===== src/rtl/m68k_bus_arbiter.sv =====
// rtl/m68k_bus_arbiter.sv - BR_n/BG_n/BGACK_n 68000 bus arbiter (optional macro ARB_TIMEOUT_EN)
module m68k_bus_arbiter #(
    parameter int SYNC_STAGES      = 3,
    parameter int GRANT_TIMEOUT    = 16,
    parameter int DRAIN_IDLE_EDGES = 2
) (
    input  logic c200m,
    input  logic reset_n,
    input  logic m68k_clk,
    input  logic br_n,
    input  logic bgack_n,
    input  logic txn_active,
    output logic txn_hold,
    output logic bg_n,
    output logic bus_release,
    output logic dma_active,
    output logic timeout_err,
    input  logic err_clr
);

    localparam int IDLE_W = $clog2(DRAIN_IDLE_EDGES + 1);

    typedef enum logic [2:0] {
        IDLE,
        DRAIN,
        GRANT,
        OWNED,
        RECOVER
    } state_t;

    logic [SYNC_STAGES-1:0] clk_sync;
    logic [SYNC_STAGES-1:0] br_sync;
    logic [SYNC_STAGES-1:0] bgack_sync;
    logic                   c7m_fall;
    logic                   br_s;
    logic                   bgack_s;

    state_t              state, state_d;
    logic [IDLE_W-1:0]   idle_cnt, idle_cnt_d;
    logic                hold_d, bg_d, rel_d, dma_d;
    logic                tmo_set;

`ifdef ARB_TIMEOUT_EN
    logic [7:0]          tmo_cnt, tmo_cnt_d;
`endif

    // Synchronise the asynchronous bus-side inputs into the Pi clock domain
    always_ff @(posedge c200m or negedge reset_n) begin
        if (!reset_n) begin
            clk_sync   <= '0;
            br_sync    <= '1;
            bgack_sync <= '1;
        end else begin
            clk_sync   <= {clk_sync[SYNC_STAGES-2:0], m68k_clk};
            br_sync    <= {br_sync[SYNC_STAGES-2:0], br_n};
            bgack_sync <= {bgack_sync[SYNC_STAGES-2:0], bgack_n};
        end
    end

    assign c7m_fall = clk_sync[SYNC_STAGES-1] & ~clk_sync[SYNC_STAGES-2];
    assign br_s     = br_sync[SYNC_STAGES-1];
    assign bgack_s  = bgack_sync[SYNC_STAGES-1];

    // Next-state and next-output logic; everything advances only on a c7m falling edge
    always_comb begin
        state_d    = state;
        idle_cnt_d = idle_cnt;
        hold_d     = txn_hold;
        bg_d       = bg_n;
        rel_d      = bus_release;
        dma_d      = dma_active;
        tmo_set    = 1'b0;
`ifdef ARB_TIMEOUT_EN
        tmo_cnt_d  = (state == GRANT) ? tmo_cnt : 8'd0;
`endif
        if (c7m_fall) begin
            case (state)
                IDLE: begin
                    if (!br_s) begin
                        state_d    = DRAIN;
                        hold_d     = 1'b1;
                        idle_cnt_d = '0;
                    end
                end
                DRAIN: begin
                    if (br_s) begin
                        state_d    = IDLE;
                        hold_d     = 1'b0;
                        idle_cnt_d = '0;
                    end else if (txn_active) begin
                        idle_cnt_d = '0;
                    end else if (32'(idle_cnt) + 32'd1 >= 32'(DRAIN_IDLE_EDGES)) begin
                        state_d    = GRANT;
                        bg_d       = 1'b0;
                        rel_d      = 1'b1;
                        idle_cnt_d = '0;
                    end else begin
                        idle_cnt_d = idle_cnt + 1'b1;
                    end
                end
                GRANT: begin
                    // An acknowledge beats a simultaneous withdrawal
                    if (!bgack_s) begin
                        state_d = OWNED;
                        bg_d    = 1'b1;
                        dma_d   = 1'b1;
                    end else if (br_s) begin
                        state_d = IDLE;
                        bg_d    = 1'b1;
                        rel_d   = 1'b0;
                        hold_d  = 1'b0;
                    end
`ifdef ARB_TIMEOUT_EN
                    else if (32'(tmo_cnt) + 32'd1 >= 32'(GRANT_TIMEOUT)) begin
                        state_d = IDLE;
                        bg_d    = 1'b1;
                        rel_d   = 1'b0;
                        hold_d  = 1'b0;
                        tmo_set = 1'b1;
                    end else begin
                        tmo_cnt_d = tmo_cnt + 8'd1;
                    end
`endif
                end
                OWNED: begin
                    hold_d = 1'b1;
                    rel_d  = 1'b1;
                    dma_d  = 1'b1;
                    if (bgack_s) begin
                        state_d = RECOVER;
                        dma_d   = 1'b0;
                    end
                end
                RECOVER: begin
                    // Sequencer is still held, so a fresh request skips the drain
                    if (!br_s) begin
                        state_d = GRANT;
                        bg_d    = 1'b0;
                    end else begin
                        state_d = IDLE;
                        rel_d   = 1'b0;
                        hold_d  = 1'b0;
                    end
                end
                default: begin
                    state_d = IDLE;
                    hold_d  = 1'b0;
                    bg_d    = 1'b1;
                    rel_d   = 1'b0;
                    dma_d   = 1'b0;
                end
            endcase
        end
    end

    // State, counters and registered outputs
    always_ff @(posedge c200m or negedge reset_n) begin
        if (!reset_n) begin
            state       <= IDLE;
            idle_cnt    <= '0;
            txn_hold    <= 1'b0;
            bg_n        <= 1'b1;
            bus_release <= 1'b0;
            dma_active  <= 1'b0;
        end else begin
            state       <= state_d;
            idle_cnt    <= idle_cnt_d;
            txn_hold    <= hold_d;
            bg_n        <= bg_d;
            bus_release <= rel_d;
            dma_active  <= dma_d;
        end
    end

`ifdef ARB_TIMEOUT_EN
    // Grant timeout counter
    always_ff @(posedge c200m or negedge reset_n) begin
        if (!reset_n) begin
            tmo_cnt <= 8'd0;
        end else begin
            tmo_cnt <= tmo_cnt_d;
        end
    end
`endif

    // Sticky timeout flag; a clear wins over a simultaneous set
    always_ff @(posedge c200m or negedge reset_n) begin
        if (!reset_n) begin
            timeout_err <= 1'b0;
        end else if (err_clr) begin
            timeout_err <= 1'b0;
        end else if (tmo_set) begin
            timeout_err <= 1'b1;
        end
    end

endmodule


===== config.mk =====
export PLATFORM = sky130hd
export DESIGN_NAME = m68k_bus_arbiter
export DESIGN_NICKNAME = d
export VERILOG_FILES = /design/src/rtl/m68k_bus_arbiter.sv
export SDC_FILE = /design/constraint.sdc
export NUM_CORES = 1
export LEC_CHECK = 0
export ABC_AREA = 1
export CORE_MARGIN = 2
export CORE_UTILIZATION = 50
export DETAILED_ROUTE_END_ITERATION = 16
export PLACE_DENSITY = 0.73
export SLEW_MARGIN = 25
export SYNTH_ARGS = -nofsm -noshare
export SYNTH_HDL_FRONTEND = slang
export SYNTH_SLANG_ARGS = --single-unit

===== constraint.sdc =====
create_clock -name c200m -period 2.95 [get_ports c200m]
set_input_delay 0.295 -clock c200m [delete_from_list [all_inputs] [get_ports c200m]]
set_output_delay 0.295 -clock c200m [all_outputs]
set_load 0.03 [all_outputs]

==> results.ini <==
[sta]
post-route-period-util_pct=60.8
skew_ns=0.0117
drv_slew=0
slew-limit-headroom_pct=46.0
setup_viol=0
tns_ns=0
timing_worst_slew_pin_value_ns=0.807
hold_violations=0
rsz0062_at_grt=no
fmax_ghz=0.558
setup_ws_ns=1.16
period_minus_slack_ns=1.79

[grt]
grtUsageMet2_pct=27.5
grt_pass1_vias=728
met3_usage_pct=3.09
antenna_found_initial=0
busiest_layer=met2
grt_first_pass_wirelength_um=2930
grt_max_degree=19
grt_overflow=0
grtUsageTotal_pct=16.0
grt_use_met1_pct=19.5

[logic_synthesis]
synth_area_um2=990
synth.distinct_cells=21
synth_seq_cells=18
syn_avg_cell_area_um2=8.53
syn_nets=124
seq_area_frac_synth_pct=46.4
ys_warn_count=0
synth_cells=116

[min_path]
holdPathEnd=br_sync[1]$_DFF_PN1_
holdCritPathClass=reg2reg
min_from=br_sync[0]$_DFF_PN1_
holdPathStages=0

[setup_path]
arrival_ns=1.50
crit_type=reg2out
slowest_delay_ns=0.66
r2r_cells=7
path_cells=clkdlybuf4s50_1
crit_fanout=2
timing.rr.start=state[2]$_DFFE_PN0P_
rr_endpoint=state[1]$_DFFE_PN0P_
worstPathRequired_ns=2.65
worst-path-buf-inv=1
cp-start-kind=flip-flop
reg2reg_slack_ns=1.62
end_kind=primary output
path_delay_family=buffers and inverters
cp_slowest_cell=clkdlybuf4s50_1

[pwr]
p_clk_share_pct=14.9
irDropWorstVdd_uv=433
internal_power_w=0.000559
p_total_w=0.00102
p_leak_nw=0.525
seq_power_share_pct=36.8
switchingPower_w=0.000459
powerDensity_mw_per_mm2=907
p_sw_share_pct=45.1
combPwrFrac_pct=48.3

[drt]
drt.antenna.violating_nets=0
wl_um=1650
drt-initial-drc-count=17
drc=0
drtPass1Iterations=4
vias=765
viasPerCell=5.00
wl_per_cell_um=10.8

[floorplan]
die-area_mm2=0.00235
die_x_um=48.5
start_util_pct=51.5
coreArea_mm2=0.00192
rows=16
design.portCount=12
die_h_um=48.5

[cts]
ctsHoldBuffers=0
cts_root_buf=clkbuf_4
ctsResizeCount=0
post-cts-setup-buffer-count=0
cts.sinks=18
clock_latency_ns=0.30
numCtsBuffers=3
cts_tree=yes
htree_levels=1
clk_pin_slew_worst_paths_ns=0.11
cts_buffer_depth=2

[place]
port_buffers=9
hpwlAfterDp_um=1280
dpl_cell_area_mm2=0.00109
gp_congestion=0.854
pre_cts_slack_ns=1.48

[run]
max_cap_viol_count=0

[cells_and_area]
diodes=0
area_delta_synth_final_pct=13.5
fin_nets=135
fin_area_mm2=0.00112
layout-drive-gt1-share_pct=30.2

[run_status]
status=complete, no violations

==> power by group through the flow <==
stage	clock network [W]	logic, W	registers, W
global route	0.000171	0.000545	0.000385
floorplan	0	0.000378	0.000392
global placement	0	0.000482	0.000380
finish	0.000152	0.000491	0.000375
CTS	0.000159	0.000498	0.000376
detailed placement	0	0.000496	0.000380
==> metal layers <==
metal | vias up | routed length (µm)
met1 | 353 | 743
met4 | 0 | 28
met5 | - | 0
met3 | 5 | 79
li1 | 386 | -
met2 | 21 | 799
==> logic make-up after synthesis <==
kind of cell    Yosys count  synth area share, %
fa+ha+maj                 1                 1.26
compound gates            6                 3.16
other cells               1                0.379
buf+inv                  14                 7.08
simple gates             76                 41.7
flops                    18                 46.4
==> worst max-delay path by stage <==
stage               cells past startpoint                 start  slack (ns)                    to
finish                                  1      bg_n$_DFFE_PN1P_        1.16                  bg_n
global route                            1      bg_n$_DFFE_PN1P_        1.12                  bg_n
CTS                                     1      bg_n$_DFFE_PN1P_        1.14                  bg_n
detailed placement                      9            txn_active        1.48  state[1]$_DFFE_PN0P_
global placement                        1      bg_n$_DFFE_PN1P_        1.49                  bg_n
floorplan                               7  br_sync[2]$_DFF_PN1_        1.79  state[1]$_DFFE_PN0P_
==> placed cells by master, fill, tap and decap left out <==
cell,Yosys,final
inv_2,4,4
nand3_2,3,3
clkbuf_4,0,3
nand3_1,15,15
dfstp_2,7,7
nor2_2,5,5
inv_4,1,1
nand2_1,28,28
nor2_4,5,5
inv_1,6,6
ha_1,1,1
nand2_4,2,2
o22ai_1,1,1
clkbuf_8,0,1
dfrtp_1,11,11
o21ai_1,4,4
nand2_2,7,7
nand4_1,3,3
clkdlybuf4s50_1,0,9
conb_1,1,1
a21oi_1,1,1
nor2_1,8,8
==> cell usage after synthesis <==
| cell type | number | share of area, % |
|---|---|---|
| conb_1 | 1 | 0.38 |
| dfrtp_1 | 11 | 28 |
| nand2_4 | 2 | 2.3 |
| nand3_2 | 3 | 3.0 |
| ha_1 | 1 | 1.3 |
| inv_2 | 4 | 1.5 |
| nand2_1 | 28 | 11 |
| dfstp_2 | 7 | 19 |
| nor2_1 | 8 | 3.0 |
| nand3_1 | 15 | 7.6 |
| buf_6 | 1 | 1.1 |
| nand2_2 | 7 | 4.4 |
| o22ai_1 | 1 | 0.63 |
| nor2_4 | 5 | 5.7 |
| inv_4 | 1 | 0.63 |
| nor2_2 | 5 | 3.2 |
| a21oi_1 | 1 | 0.51 |
| buf_4 | 2 | 1.5 |
| nand4_1 | 3 | 1.9 |
| o21ai_1 | 4 | 2.0 |
| inv_1 | 6 | 2.3 |
==> worst reg2reg max path, stage by stage, from the launching register on <==
cell	delay (ns)
dfrtp_1	0.58
inv_2	0.13
nand3_2	0.13
nor2_2	0.06
nor2_4	0.15
nand2_4	0.07
nand2_1	0.06
nand2_1	0.05
==> cell type report <==
type	count	area (µm²)
repair buffers	9	90.1
inverters	11	43.8
flip-flops and latches	18	459
fillers	178	798
multi-input cells	84	460
well taps	27	33.8
clock buffers	4	36.3
==> metrics by stage <==
step	util [%]	cells	hold slack, ns
after floorplan	-	116	-0.000591
after global placement	56.6	149	0.345
after detailed placement	56.6	149	0.343
after CTS	58.5	153	0.361
after global routing	58.5	153	0.367
final	58.5	153	0.360
==> registers in the layout (all words and copies together) (netlist names) <==
register / cells
bg_n: 1
bgack_sync: 3
br_sync: 3
bus_release: 1
clk_sync: 3
dma_active: 1
idle_cnt: 2
state: 3
txn_hold: 1
Note: power is estimated with default switching activity, not from simulation.
